## config.mk

```make
export PLATFORM = sky130hd
export DESIGN_NAME = avalon_st_sorter_flat
export DESIGN_NICKNAME = d
export VERILOG_FILES = /design/src/rtl/avalon_st_sorter_if.sv /design/src/rtl/avalon_st_sorter.sv /design/src/flat_wrapper.sv
export SDC_FILE = /design/constraint.sdc
export NUM_CORES = 1
export LEC_CHECK = 0
export CAP_MARGIN = 20
export CORE_ASPECT_RATIO = 0.6
export CORE_MARGIN = 4
export CORE_UTILIZATION = 35
export CTS_BUF_LIST = sky130_fd_sc_hd__clkbuf_8
export DETAILED_ROUTE_END_ITERATION = 12
export GPL_ROUTABILITY_DRIVEN = 0
export PLACE_DENSITY = 0.6
export SLEW_MARGIN = 20
export SYNTH_ARGS = -nofsm -noshare
export SYNTH_HDL_FRONTEND = slang
export SYNTH_SLANG_ARGS = --single-unit
```

## constraint.sdc

```tcl
create_clock -name clk_i -period 12.62 [get_ports clk_i]
set_clock_uncertainty 0.15 [all_clocks]
set_input_delay 2.524 -clock clk_i [delete_from_list [all_inputs] [get_ports clk_i]]
set_output_delay 2.524 -clock clk_i [all_outputs]
set_load 0.1 [all_outputs]
```

## src/rtl/avalon_st_sorter_if.sv

```systemverilog
// Avalon-ST handshake bundle: data, packet delimiters, valid and ready.
// The master drives the payload and the slave drives ready.
interface avalon_st_sorter_if #(
    parameter int unsigned DWIDTH = 10
);
    logic [DWIDTH-1:0] data;
    logic              startofpacket;
    logic              endofpacket;
    logic              valid;
    logic              ready;

    modport master (
        output data, startofpacket, endofpacket, valid,
        input  ready
    );

    modport slave (
        input  data, startofpacket, endofpacket, valid,
        output ready
    );
endinterface

```

## src/rtl/avalon_st_sorter.sv

```systemverilog
// Avalon-ST packet sorter: buffers one packet, bubble-sorts it in place, then streams it out.
// Receive, sort and send never overlap; only one packet is held at a time.
module avalon_st_sorter #(
    parameter int unsigned DWIDTH      = 10,
    parameter int unsigned MAX_PKT_LEN = 16,
    parameter int unsigned CTR_SZ      = $clog2(MAX_PKT_LEN + 1)
) (
    input  logic                clk_i,
    input  logic                srst_i,
    avalon_st_sorter_if.slave   snk,
    avalon_st_sorter_if.master  src,
    input  logic                sort_desc_i,
    output logic                overflow_o
);
    localparam int unsigned       AW     = $clog2(MAX_PKT_LEN);
    localparam logic [CTR_SZ-1:0] MaxLen = CTR_SZ'(MAX_PKT_LEN);

    localparam logic [1:0] StIdle = 2'd0;
    localparam logic [1:0] StRecv = 2'd1;
    localparam logic [1:0] StSort = 2'd2;
    localparam logic [1:0] StSend = 2'd3;

    logic [DWIDTH-1:0] mem [MAX_PKT_LEN];

    logic [1:0]        state_q, state_d;
    logic [CTR_SZ-1:0] len_q, len_d;
    logic [CTR_SZ-1:0] idx_q, idx_d;
    logic              ovf_q, ovf_d;
    logic              desc_q, desc_d;
    logic              swap_q, swap_d;
    logic              ready_q, ready_d;
    logic              ovf_pulse_q, ovf_pulse_d;

    logic              snk_xfer, src_xfer;
    logic              wr_en, swap_en, do_swap;
    logic [AW-1:0]     wr_addr, j0, j1;
    logic [DWIDTH-1:0] cmp_lo, cmp_hi;

    // idx doubles as the compare pointer during SORT and the read pointer during SEND.
    assign j0     = idx_q[AW-1:0];
    assign j1     = j0 + AW'(1);
    assign cmp_lo = mem[j0];
    assign cmp_hi = mem[j1];

    // Strict compares keep equal words in arrival order.
    assign do_swap  = desc_q ? (cmp_lo < cmp_hi) : (cmp_lo > cmp_hi);
    assign snk_xfer = snk.valid & ready_q;
    assign src_xfer = (state_q == StSend) & src.ready;

    always_comb begin
        state_d     = state_q;
        len_d       = len_q;
        idx_d       = idx_q;
        ovf_d       = ovf_q;
        desc_d      = desc_q;
        swap_d      = swap_q;
        ovf_pulse_d = 1'b0;
        wr_en       = 1'b0;
        wr_addr     = len_q[AW-1:0];
        swap_en     = 1'b0;

        case (state_q)
            StIdle, StRecv: begin
                if (snk_xfer) begin
                    if (snk.startofpacket) begin
                        // A new SOP always restarts capture, abandoning any partial packet.
                        wr_en   = 1'b1;
                        wr_addr = '0;
                        len_d   = CTR_SZ'(1);
                        idx_d   = '0;
                        ovf_d   = 1'b0;
                        swap_d  = 1'b0;
                        desc_d  = sort_desc_i;
                        state_d = snk.endofpacket ? StSend : StRecv;
                    end else if (state_q == StRecv) begin
                        if (len_q < MaxLen) begin
                            wr_en = 1'b1;
                            len_d = len_q + CTR_SZ'(1);
                        end else begin
                            ovf_d = 1'b1;
                        end
                        if (snk.endofpacket) begin
                            idx_d       = '0;
                            swap_d      = 1'b0;
                            ovf_pulse_d = ovf_q | (len_q == MaxLen);
                            state_d     = StSort;
                        end
                    end
                end
            end
            StSort: begin
                swap_en = do_swap;
                if (idx_q == len_q - CTR_SZ'(2)) begin
                    idx_d  = '0;
                    swap_d = 1'b0;
                    if (!(swap_q | do_swap)) state_d = StSend;
                end else begin
                    idx_d  = idx_q + CTR_SZ'(1);
                    swap_d = swap_q | do_swap;
                end
            end
            default: begin
                if (src_xfer) begin
                    if (idx_q == len_q - CTR_SZ'(1)) begin
                        idx_d   = '0;
                        state_d = StIdle;
                    end else begin
                        idx_d = idx_q + CTR_SZ'(1);
                    end
                end
            end
        endcase

        ready_d = (state_d == StIdle) | (state_d == StRecv);
    end

    always_ff @(posedge clk_i) begin
        if (!srst_i) begin
            state_q     <= StIdle;
            len_q       <= '0;
            idx_q       <= '0;
            ovf_q       <= 1'b0;
            desc_q      <= 1'b0;
            swap_q      <= 1'b0;
            ready_q     <= 1'b0;
            ovf_pulse_q <= 1'b0;
        end else begin
            state_q     <= state_d;
            len_q       <= len_d;
            idx_q       <= idx_d;
            ovf_q       <= ovf_d;
            desc_q      <= desc_d;
            swap_q      <= swap_d;
            ready_q     <= ready_d;
            ovf_pulse_q <= ovf_pulse_d;
        end
    end

    always_ff @(posedge clk_i) begin
        if (srst_i) begin
            if (wr_en) begin
                mem[wr_addr] <= snk.data;
            end else if (swap_en) begin
                mem[j0] <= cmp_hi;
                mem[j1] <= cmp_lo;
            end
        end
    end

    assign snk.ready         = ready_q;
    assign src.valid         = (state_q == StSend);
    assign src.data          = src.valid ? cmp_lo : '0;
    assign src.startofpacket = src.valid & (idx_q == '0);
    assign src.endofpacket   = src.valid & (idx_q == len_q - CTR_SZ'(1));
    assign overflow_o        = ovf_pulse_q;
endmodule
```

## src/flat_wrapper.sv

```systemverilog
// flat-port wrapper written by rule: the top's interface ports become plain ports
module avalon_st_sorter_flat 
#(
    parameter int unsigned DWIDTH      = 10,
    parameter int unsigned MAX_PKT_LEN = 16,
    parameter int unsigned CTR_SZ      = $clog2(MAX_PKT_LEN + 1)
)
  (clk_i, srst_i, sort_desc_i, overflow_o, snk_data, snk_startofpacket, snk_endofpacket, snk_valid, snk_ready, src_data, src_startofpacket, src_endofpacket, src_valid, src_ready);
  avalon_st_sorter_if #(.DWIDTH(DWIDTH)) snk_i ();
  avalon_st_sorter_if #(.DWIDTH(DWIDTH)) src_i ();
  input  logic clk_i;
  input  logic srst_i;
  input  logic sort_desc_i;
  output logic overflow_o;
  input wire logic [$bits(snk_i.data)-1:0] snk_data;
  input wire logic [$bits(snk_i.startofpacket)-1:0] snk_startofpacket;
  input wire logic [$bits(snk_i.endofpacket)-1:0] snk_endofpacket;
  input wire logic [$bits(snk_i.valid)-1:0] snk_valid;
  output wire logic [$bits(snk_i.ready)-1:0] snk_ready;
  output wire logic [$bits(src_i.data)-1:0] src_data;
  output wire logic [$bits(src_i.startofpacket)-1:0] src_startofpacket;
  output wire logic [$bits(src_i.endofpacket)-1:0] src_endofpacket;
  output wire logic [$bits(src_i.valid)-1:0] src_valid;
  input wire logic [$bits(src_i.ready)-1:0] src_ready;
  assign snk_i.data = snk_data;
  assign snk_i.startofpacket = snk_startofpacket;
  assign snk_i.endofpacket = snk_endofpacket;
  assign snk_i.valid = snk_valid;
  assign snk_ready = snk_i.ready;
  assign src_data = src_i.data;
  assign src_startofpacket = src_i.startofpacket;
  assign src_endofpacket = src_i.endofpacket;
  assign src_valid = src_i.valid;
  assign src_i.ready = src_ready;
  avalon_st_sorter #(.DWIDTH(DWIDTH), .MAX_PKT_LEN(MAX_PKT_LEN), .CTR_SZ(CTR_SZ)) u_core (.clk_i(clk_i), .srst_i(srst_i), .snk(snk_i), .src(src_i), .sort_desc_i(sort_desc_i), .overflow_o(overflow_o));
endmodule
```

### Yosys cells after proc, flatten, opt, wreduce, memory -nomap -nowiden

Memory sizes are Yosys's and may differ from the RTL's. A register that Yosys moved wholly into a read port is not among the register bits.
Cells that the tools add are included.
W data, S select, Z words.

| operators by class | value |
|---|---|
| add/sub/neg operators | 5 |
| $lt $le $gt $ge | 3 |
| eq/ne operators | 11 |
| muxes and demuxes | 53 |
| bitwise operators | 12 |
| reductions and logical operators | 15 |

Operators by type and width:

| operator | count |
|---|---|
| $mux W5 | 10 |
| $mux W4 | 6 |
| $mux W1 | 23 |
| $mux W10 | 2 |
| $mux W2 | 9 |
| $reduce_and A4 Y1 | 4 |
| $add A5 B1 Y5 const B | 2 |
| $eq A5 B5 Y1 | 2 |
| $gt A10 B10 Y1 | 1 |
| $lt A10 B10 Y1 | 1 |
| $pmux W5 S2 | 1 |
| $reduce_or A10 Y1 | 1 |
| $reduce_bool A2 Y1 | 3 |
| $reduce_or A6 Y1 | 1 |
| $eq A5 B5 Y1 const B | 1 |
| $logic_not A5 Y1 | 1 |
| $lt A5 B5 Y1 const B | 1 |
| $not A1 Y1 | 5 |
| $sub A5 B1 Y5 const B | 1 |
| $sub A5 B2 Y5 const B | 1 |
| $add A4 B1 Y4 const B | 1 |
| $and A1 B1 Y1 | 4 |
| $eq A2 B1 Y1 const B | 2 |
| $eq A2 B2 Y1 const B | 2 |
| other kinds (11) | 14 |

| storage, ports and cells | value |
|---|---|
| register bits after elaboration | 17 |
| RAM bits | 160 |
| input bits | 17 |
| output and inout bits | 15 |
| logic and storage cells | 108 |
| memories kept | 1 |

Memories:

| memory | words | bits a word | rd ports | clocked after memory_dff | wr ports | line | RTL |
|---|---|---|---|---|---|---|---|
| u_core.mem | 16 | 10 | 2 | 1 | 2 | avalon_st_sorter.sv:23 | `logic [DWIDTH-1:0] mem [MAX_PKT_LEN];` |

### Depth between registers and ports, before layout

Gate-level depths: netlist of the first run.

| logic depth | value |
|---|---|
| word-level depth | 11 |
| gate-level depth with buffers | 20 |
| gate-level depth less buffers | 13 |

### Worst setup path after synthesis of the first run

Ideal clock, no wire load.

| timing path | value |
|---|---|
| path kind | register to output |
| start | reg u_core.idx_q[0] |
| end | out src_startofpacket |
| arrival time | 3.971 ns |
| data required time | 9.946 ns |
| slack | 5.975 ns |
| stages on the path, launching flop included | 7 |
| path buffers | 3 |
| cell sequence | dfxtp_1 > clkbuf_1 > buf_2 > buf_2 > inv_1 > ha_1 > nor4bb_1 |

| between the ends | value |
|---|---|
| cells in the longest elaborated chain, start to end | 2 |

Ends and longest elaborated chain:

| what | line | RTL |
|---|---|---|
| from (decl) | avalon_st_sorter.sv:27 | `logic [CTR_SZ-1:0] idx_q, idx_d;` |
| from (signal assigned) | avalon_st_sorter.sv:130 | `idx_q <= idx_d;` |
| $logic_not A5 Y1 | avalon_st_sorter.sv:153 | `assign src.startofpacket = src.valid & (idx_q == '0);` |
| $and A1 B1 Y1 | avalon_st_sorter.sv:153 |  |
| to (decl) | flat_wrapper.sv:21 | `output wire logic [$bits(src_i.startofpacket)-1:0] src_startofpacket;` |

Every way passes these cells.

==> reports/metrics.cfg, run 1 <==
[outcome]
status=complete, no violations

[power]
vdd_drop_max_mv=0.0810
power_density_nw_per_um2=90.4
p_sw_share_pct=25.6
leakage_nw=4.43
power.clock.fraction_pct=34.7
p_seq_share_pct=54.8
p_int_w=0.000892
power.switching_w=0.000306
pwr-share-comb_pct=10.5
p_total_w=0.00120

[min_path]
min_path_type=flop to flop
hold_start=u_core.swap_q

[clocking]
h-tree-depth=4
cts_tree=done
clkSlewWorstSetupHoldPaths_ns=0.09
cts_max_path_buffers=2
root_buffer=clkbuf_8
cts_setup_buffers=0
clock-sinks=181
cts_resized=0
clk_latency_ns=0.50
cts_buffers=17
cts_hold_buffers=0

[synth]
synthArstFlopShare_pct=0
synth.net_count=1240
postSynthAreaPerCell_um2=10.1
syn_area_um2=12100
yosys_register_bits=181
synth_edf_count=160
synth-seq-area-share_pct=43.1
synth_top_flop_cell=edfxtp_1
ys_types=61
synthCells=1202
yosysWarnings=0

[cells_and_area]
antenna_cells=0
nNetsFinal=1222
fin_util_pct=39.0
final_common_cell=edfxtp_1
layout_common_cells=edfxtp_1 (160), o21ai_1 (158), nor2_1 (152), a21oi_1 (129), nand2_1 (129)
num-fill-cells=3353
layout-drive-gt1-share_pct=13.5
syn2layout_area_growth_pct=9.19

[routing]
vias=10200
drt_wl_total_mm=43.1
wl_per_cell_um=26.0
first_iter_violations=1558
viasPerCell=6.19
drc=0
drt_pass1_iterations=5
ant_nets=0

[sta]
rsz0062_at_grt=false
relSlewSlack_pct=19.2
clock.fmax_mhz=142
finalSetupViolCount=0
maxSlewViolCount=0
period_share_pct=55.9
fin_ws_ns=5.57
tns_ns=0
fin_crit_ns=7.05
hold_viol=0
worst_pin_slew_ns=1.21

[floorplanning]
initial_utilization_pct=35.7
die_area_um2=37800
die-height_um=152
io_pins=32
core-area_um2=34000
die_w_um=248
row_count=52

[place]
io_buffers=31
dp.final_hpwl_mm=28.1
preCtsSetupSlack_ns=5.76

[setup_path]
cp_max_fo=40
criticalPathCategory=flop to primary output
r2r-start=u_core.idx_q[0]
cp-start-kind=flop
setup.worst_path.end_class=primary output
critPathRequiredTime_ns=9.95
arrival_ns=4.38

[grt]
grt_max_degree=54
grt_pass1_wl_mm=63.3
gr-total-overflow=0
antenna_found_initial=0
grt_pass1_vias=9400
grtUsageTotal_pct=22.7

[flow_run]
maxCapViolCount=0

[final cells by class]
class,count,area (um2),area share (%)
Clock buffer,17,234,1.77
Clock inverter,15,149,1.12
Inverter,23,86.3,0.652
Multi-Input combinational cell,898,6420,48.5
Sequential cell,181,5230,39.5
Tap cell,459,574,4.34
Timing Repair Buffer,63,551,4.16
[flip-flops by register name (all words and copies together) (netlist names), 2 cells and up, named ones only]
| register | flops |
|---|---|
| u_core.len_q | 5 |
| u_core.idx_q | 5 |
| u_core.state_q | 2 |
| u_core.mem | 160 |
[logic make-up after synthesis]
logic type	count (synthesis)	share of synthesized area, %
adder cells (fa/ha/maj)	21	2.17
multiplexers	83	15.6
XOR/XNOR	12	0.929
AND/OR/NAND/NOR	374	13.1
AO/OA/AOI/OAI	408	20.1
flip-flops	181	43.1
buffers and inverters	123	5.02
[layer usage]
layer	GRT usage (%)	vias up	wire, um
met5	0	-	0
met4	5.36	0	884
met3	8.00	68	5940
met2	31.3	675	18000
met1	34.0	5018	18300
li1	-	4487	-
[cell usage after synthesis, types with 7 or more instances]
cell type | number | share of area, %
nand2_1 | 129 | 4.0
a31oi_1 | 7 | 0.36
nor2b_1 | 9 | 0.46
nor2_1 | 153 | 4.7
clkbuf_1 | 58 | 1.8
mux4_1 | 16 | 3.5
edfxtp_1 | 160 | 40
inv_1 | 22 | 0.68
o21ai_0 | 48 | 2.0
a22o_1 | 11 | 0.79
buf_2 | 19 | 0.78
a21boi_0 | 7 | 0.43
buf_6 | 12 | 1.1
nand3_1 | 46 | 1.9
o21ai_1 | 158 | 6.5
a21oi_1 | 129 | 5.3
dfxtp_1 | 21 | 3.5
o22ai_1 | 16 | 0.83
a221oi_4 | 10 | 2.2
ha_1 | 21 | 2.2
mux4_2 | 64 | 12
[through the flow]
stage	instance area, um2	hold WS [ns]	std cells
floorplan	12100	0.287	1202
global placement	12800	0.307	1624
detailed placement	12800	0.314	1624
CTS	13200	0.329	1656
global route	13200	0.362	1656
finish	13200	0.331	1656
[final timing paths]
path                            slack, ns          endpoint  cells after the start
worst max-delay path                 5.57       src_data[6]                      6
worst min register to register       0.33     u_core.swap_q                      2
worst min-delay path                 0.33     u_core.swap_q                      2
worst max register to register       5.59  u_core.mem[6][2]                     15
[critical path, stage by stage, from the launching register on]
cell and delay, ns:
dfxtp_2 0.32, buf_4 0.67, mux4_1 0.67, a22o_1 0.22, a221oi_4 0.64, nor2_1 0.23, clkdlybuf4s50_1 1.04
[power by group through the flow]
stage | combinational, W | sequential [W] | clock [W]
5_1_grt | 0.000136 | 0.000657 | 0.000449
3_5_place_dp | 0.000123 | 0.000670 | 0
3_3_place_gp | 0.000121 | 0.000670 | 0
4_1_cts | 0.000123 | 0.000656 | 0.000419
2_1_floorplan | 0.0000915 | 0.000670 | 0
6_report | 0.000126 | 0.000656 | 0.000416
Power figures use the tool's default switching activity.
==> run 2, diff against run 1 <==
==> constraint.sdc (replaced) <==
create_clock -name clk_i -period 6.8 [get_ports clk_i]
set_clock_uncertainty 0.15 [all_clocks]
set_input_delay 1.36 -clock clk_i [delete_from_list [all_inputs] [get_ports clk_i]]
set_output_delay 1.36 -clock clk_i [all_outputs]
set_load 0.1 [all_outputs]
==> reports/metrics.cfg, run 2 (synthesis results as in run 1) <==
[cells_and_area]
antenna_cells=0  ; unchanged
final_common_cell=edfxtp_1
layout_common_cells=edfxtp_1 (160), o21ai_1 (158), nor2_1 (151), a21oi_1 (129), nand2_1 (129)
syn2layout_area_growth_pct=11.9
finalNonFillerCells=1703  ; +2.8%
top_register=u_core.mem
layout-drive-gt1-share_pct=16.2  ; +2.7 points
top_regs=u_core.mem: 160 flops, u_core.idx_q: 5 flops, u_core.len_q: 5 flops
nNetsFinal=1269  ; +3.8%
largest_register_ffs=160  ; unchanged

[setup_path]
cp_max_fo=20  ; -50%
arrival_ns=6.00  ; +1.62 ns
startpoint=u_core.idx_q[1]
critPathRequiredTime_ns=6.97  ; -2.98 ns
cp-start-kind=flop
timing.rr.end=u_core.mem[5][3]
r2r_cells=16  ; +1
setup.worst_path.end_class=flop
criticalPathCategory=flop to flop
r2r-start=u_core.idx_q[1]
r2r_slack_ns=0.98  ; -4.61 ns

[power]
leakage_nw=4.66  ; +5.1%
p_int_w=0.00166  ; +87%
p_seq_share_pct=54.8  ; about the same
power.clock.fraction_pct=34.3  ; -0.4 points
power_density_nw_per_um2=164  ; +81%
vdd_drop_max_mv=0.128  ; +58%
pwr-share-comb_pct=10.9  ; +0.4 points
p_sw_share_pct=25.3  ; -0.29 points
power.switching_w=0.000563  ; +84%

[routing]
wl_met2_mm=17.6  ; -2.3%
routed.top_layer=met4
drc=0  ; unchanged
viasPerCell=6.24  ; +0.89%
drt_wl_total_mm=43.8  ; +1.7%
ant_nets=0  ; unchanged
wl_per_cell_um=25.7  ; -1.1%
route.met3.wl_mm=6.84  ; +15%
vias=10600  ; +3.8%
drt_pass1_iterations=6  ; +1
first_iter_violations=1635  ; +4.9%
wl_met1_mm=18.3  ; +0.17%

[clocking]
cts_setup_buffers=0  ; unchanged
clk_latency_ns=0.50  ; about the same
clkSlewWorstSetupHoldPaths_ns=0.10  ; about the same
cts_buffers=17  ; unchanged
h-tree-depth=4  ; unchanged
cts_hold_buffers=0  ; unchanged
clock-sinks=181  ; unchanged
root_buffer=clkbuf_8
cts_max_path_buffers=2  ; unchanged
cts_tree=done
cts_resized=0  ; unchanged

[floorplanning]
initial_utilization_pct=35.7  ; unchanged
die_area_um2=37800  ; unchanged
core-area_um2=34000  ; unchanged
io_pins=32  ; unchanged
die_w_um=248  ; unchanged
row_count=52  ; unchanged
die-height_um=152  ; unchanged

[place]
dp.final_hpwl_mm=29.1  ; +3.5%
preCtsSetupSlack_ns=1.12  ; -4.64 ns
dp.cells=1671  ; +2.9%
io_buffers=31  ; unchanged

[sta]
clock.fmax_mhz=172
rsz0062_at_grt=false
tns_ns=0  ; unchanged
fin_crit_ns=5.82
period_share_pct=85.6
hold_viol=0  ; unchanged
relSlewSlack_pct=17.8  ; -1.4 points
fin_ws_ns=0.976  ; -4.59 ns
maxSlewViolCount=0  ; unchanged
finalSetupViolCount=0  ; unchanged
worst_pin_slew_ns=1.23  ; +0.0213 ns

[flow_run]
maxCapViolCount=0  ; unchanged

[min_path]
whs_endpoint=u_core.swap_q
hold_start=u_core.swap_q
min_path_cells=2  ; unchanged
min_path_type=flop to flop

[grt]
grt_pass1_wl_mm=64.4  ; +1.7%
antenna_found_initial=0  ; unchanged
gr-total-overflow=0  ; unchanged
grt_pass1_vias=9781  ; +4.1%
grt_max_degree=29  ; -46%
grtUsageTotal_pct=22.9  ; +0.24 points

[outcome]
status=complete, no violations

==> run 2: cell types whose count changed in the layout (fill, tap and decap cells not counted), moves of 3 or more <==
cell / change
buf_4: +45
clkinv_1: +3
clkinv_2: -6
o22ai_1: +4
==> run 2: power by group through the flow <==
stage               Sequential (W)  Clock [W]  Combinational (W)
finish                     0.00122   0.000764           0.000242
global route               0.00122   0.000817           0.000262
CTS                        0.00122   0.000772           0.000238
detailed placement         0.00125          0           0.000238
global placement           0.00125          0           0.000234
floorplan                  0.00124          0           0.000170
==> run 2: through the flow <==
step,hold WS (ns),cell area [um2],power (W),util (%)
3_5_place_dp,0.314,13200,0.00148,38.8
2_1_floorplan,0.287,12100,0.00141,-
5_1_grt,0.359,13600,0.00230,39.9
4_1_cts,0.328,13600,0.00223,39.9
6_report,0.324,13600,0.00223,39.9
3_3_place_gp,0.307,13200,0.00148,38.8
==> run 2: worst max-delay path by stage <==
stage          slack (ns)           endpoint
6_report             0.98   u_core.mem[5][3]
5_1_grt              0.59   u_core.mem[8][0]
4_1_cts              1.09  u_core.mem[13][0]
3_5_place_dp         1.12   u_core.mem[5][3]
3_3_place_gp         1.27  u_core.mem[14][0]
2_1_floorplan        1.32  src_startofpacket
==> run 2: cell type report <==
class	instances	area (um2)
Multi-Input combinational cell	898	6370
Clock inverter	15	149
Clock buffer	17	234
Timing Repair Buffer	110	928
Fill cell	3344	20400
Inverter	23	86.3
Sequential cell	181	5230
Tap cell	459	574
==> run 2: per-layer routing <==
layer	vias to the layer above	global-route usage [%]
met1	5092	33.8
met4	0	6.14
li1	4579	-
met3	83	9.00
met2	879	31.2
met5	-	0
==> run 2: worst max-delay path, cell delays in order, from the launching register on <==
cell,delay (ns)
dfxtp_1,0.65
inv_1,0.22
ha_4,0.50
buf_12,0.26
mux4_2,0.53
nand2_1,0.12
nand3_1,0.09
buf_4,0.17
nand2_1,0.07
ha_1,0.25
a21oi_1,0.15
o21ai_1,0.22
a2111oi_4,0.57
mux2i_4,0.66
buf_4,0.34
nand2_1,0.38
o21ai_1,0.25
==> run 3, diff against run 2 <==
--- a/config.mk
+++ b/config.mk
@@ -8,11 +8,11 @@
 export CAP_MARGIN = 20
 export CORE_ASPECT_RATIO = 0.6
 export CORE_MARGIN = 4
-export CORE_UTILIZATION = 35
+export CORE_UTILIZATION = 40
 export CTS_BUF_LIST = sky130_fd_sc_hd__clkbuf_8
 export DETAILED_ROUTE_END_ITERATION = 12
 export GPL_ROUTABILITY_DRIVEN = 0
-export PLACE_DENSITY = 0.6
+export PLACE_DENSITY = 0.66
 export SLEW_MARGIN = 20
 export SYNTH_ARGS = -nofsm -noshare
 export SYNTH_HDL_FRONTEND = slang
==> reports/metrics.cfg, run 3 (synthesis results as in run 1) <==
[outcome]
status=complete, no violations

[cells_and_area]
num-fill-cells=2833  ; -15%
largest_register_ffs=160  ; unchanged
layout_common_cells=edfxtp_1 (160), o21ai_1 (158), nor2_1 (152), a21oi_1 (129), nand2_1 (129)
seqCellArea_um2=5230  ; unchanged
syn2layout_area_growth_pct=10.7
top_register=u_core.mem
multi_input_area_um2=6330  ; -0.59%
antenna_cells=0  ; unchanged
top_regs=u_core.mem: 160 flops, u_core.idx_q: 5 flops, u_core.len_q: 5 flops
nNetsFinal=1255  ; -1.1%
final_common_cell=edfxtp_1
layout-drive-gt1-share_pct=15.2  ; -0.95 points

[sta]
worst_hold_slack_ns=0.330  ; +0.00657 ns
hold_viol=0  ; unchanged
rsz0062_at_grt=false
maxSlewViolCount=0  ; unchanged
fin_crit_ns=6.45  ; +0.627 ns
tns_ns=0  ; unchanged
finalSetupViolCount=0  ; unchanged
period_share_pct=94.9  ; +9.2 points
relSlewSlack_pct=21.8  ; +4.0 points
worst_pin_slew_ns=1.17  ; -0.0626 ns
clock.fmax_mhz=155  ; -9.7%

[grt]
grt_pass1_vias=9605  ; -1.8%
grt_pass1_wl_mm=62.7  ; -2.5%
antenna_found_initial=0  ; unchanged
grtUsageTotal_pct=25.4  ; +2.5 points
gr-total-overflow=0  ; unchanged
grt_max_degree=36  ; +24%

[routing]
viasPerCell=6.47  ; +3.7%
drt_wl_total_mm=42.1  ; -3.9%
first_iter_violations=1633  ; -0.12%
drt_pass1_iterations=6  ; unchanged
drc=0  ; unchanged
wl_per_cell_um=25.7  ; -0.11%
vias=10600  ; -0.25%
ant_nets=0  ; unchanged

[clocking]
clkSlewWorstSetupHoldPaths_ns=0.10  ; about the same
cts_resized=0  ; unchanged
clk_latency_ns=0.52  ; +0.02 ns
cts_max_path_buffers=2  ; unchanged
root_buffer=clkbuf_8
cts_tree=done
clock-sinks=181  ; unchanged
cts_setup_buffers=0  ; unchanged
cts_buffers=17  ; unchanged
cts_hold_buffers=0  ; unchanged
h-tree-depth=4  ; unchanged

[setup_path]
criticalPathCategory=flop to flop
cp-start-kind=flop
r2r_slack_ns=0.35  ; -0.63 ns
setup.worst_path.end_class=flop
arrival_ns=6.64  ; +0.64 ns
cp_max_fo=25  ; +25%
critPathRequiredTime_ns=6.98  ; about the same

[min_path]
min_path_type=flop to flop

[place]
dp.final_hpwl_mm=30.1  ; +3.4%
io_buffers=31  ; unchanged

[floorplanning]
die-height_um=143  ; -6.1%
die_area_um2=33300  ; -12%
initial_utilization_pct=40.5  ; +4.8 points
row_count=49  ; -5.8%
die_w_um=233  ; -6.3%
io_pins=32  ; unchanged
core-area_um2=29900  ; -12%

[flow_run]
maxCapViolCount=0  ; unchanged

[power]
leakage_nw=4.60  ; -1.4%
power_density_nw_per_um2=175  ; +6.7%
vdd_drop_max_mv=0.111  ; -13%

[run 3: final cells by class]
cell class	count	area share, %
Multi-Input combinational cell	898	47.2
Sequential cell	181	39.0
Tap cell	408	3.80
Clock buffer	17	1.74
Clock inverter	15	1.70
Timing Repair Buffer	96	6.00
Inverter	23	0.643
[run 3: worst paths after layout]
check | start | to | cells after the start
hold reg to reg | u_core.swap_q | u_core.swap_q | 2
setup reg to reg | u_core.idx_q[1] | u_core.mem[5][4] | 14
setup / recovery | u_core.idx_q[1] | u_core.mem[5][4] | 14
hold / removal | u_core.swap_q | u_core.swap_q | 2
[run 3: per-stage QoR]
stage	total power, W	setup WS [ns]	area, um2	utilization [%]	cells
global placement	0.00149	0.893	12900	43.3	1605
finish	0.00235	0.349	13400	44.9	1638
detailed placement	0.00149	0.547	12900	43.3	1605
floorplan	0.00141	1.32	12100	-	1202
CTS	0.00235	0.480	13400	44.8	1637
global route	0.00242	0.00387	13400	44.9	1638
[run 3: metal layers]
layer / wire [um] / GRT usage (%) / part of all wire [%] / vias to the layer above
met3: 6740 / 9.83 / 16 / 55
met1: 17800 / 38.3 / 42 / 5142
met5: 80 / 1.70 / 0.19 / -
met4: 599 / 5.50 / 1.4 / 2
met2: 16900 / 34.4 / 40 / 852
li1: - / - / - / 4555
[run 3: critical path, stage by stage, from the launching register on]
cell	delay [ns]
dfxtp_1	0.67
inv_1	0.22
ha_4	0.70
buf_4	0.39
mux4_2	0.55
nand2_1	0.09
nand3_1	0.27
nand2_1	0.17
ha_1	0.24
nand4_1	0.17
a211oi_1	0.10
a2111oi_4	0.50
mux2i_4	0.94
nand2_1	0.72
o21ai_1	0.34
[run 3: power by group]
| group | total, W | switching [W] | internal [W] |
|---|---|---|---|
| clock | 0.000880 | 0.000441 | 0.000439 |
| combinational | 0.000250 | 0.000154 | 0.0000955 |
| sequential | 0.00122 | 0.00000726 | 0.00121 |
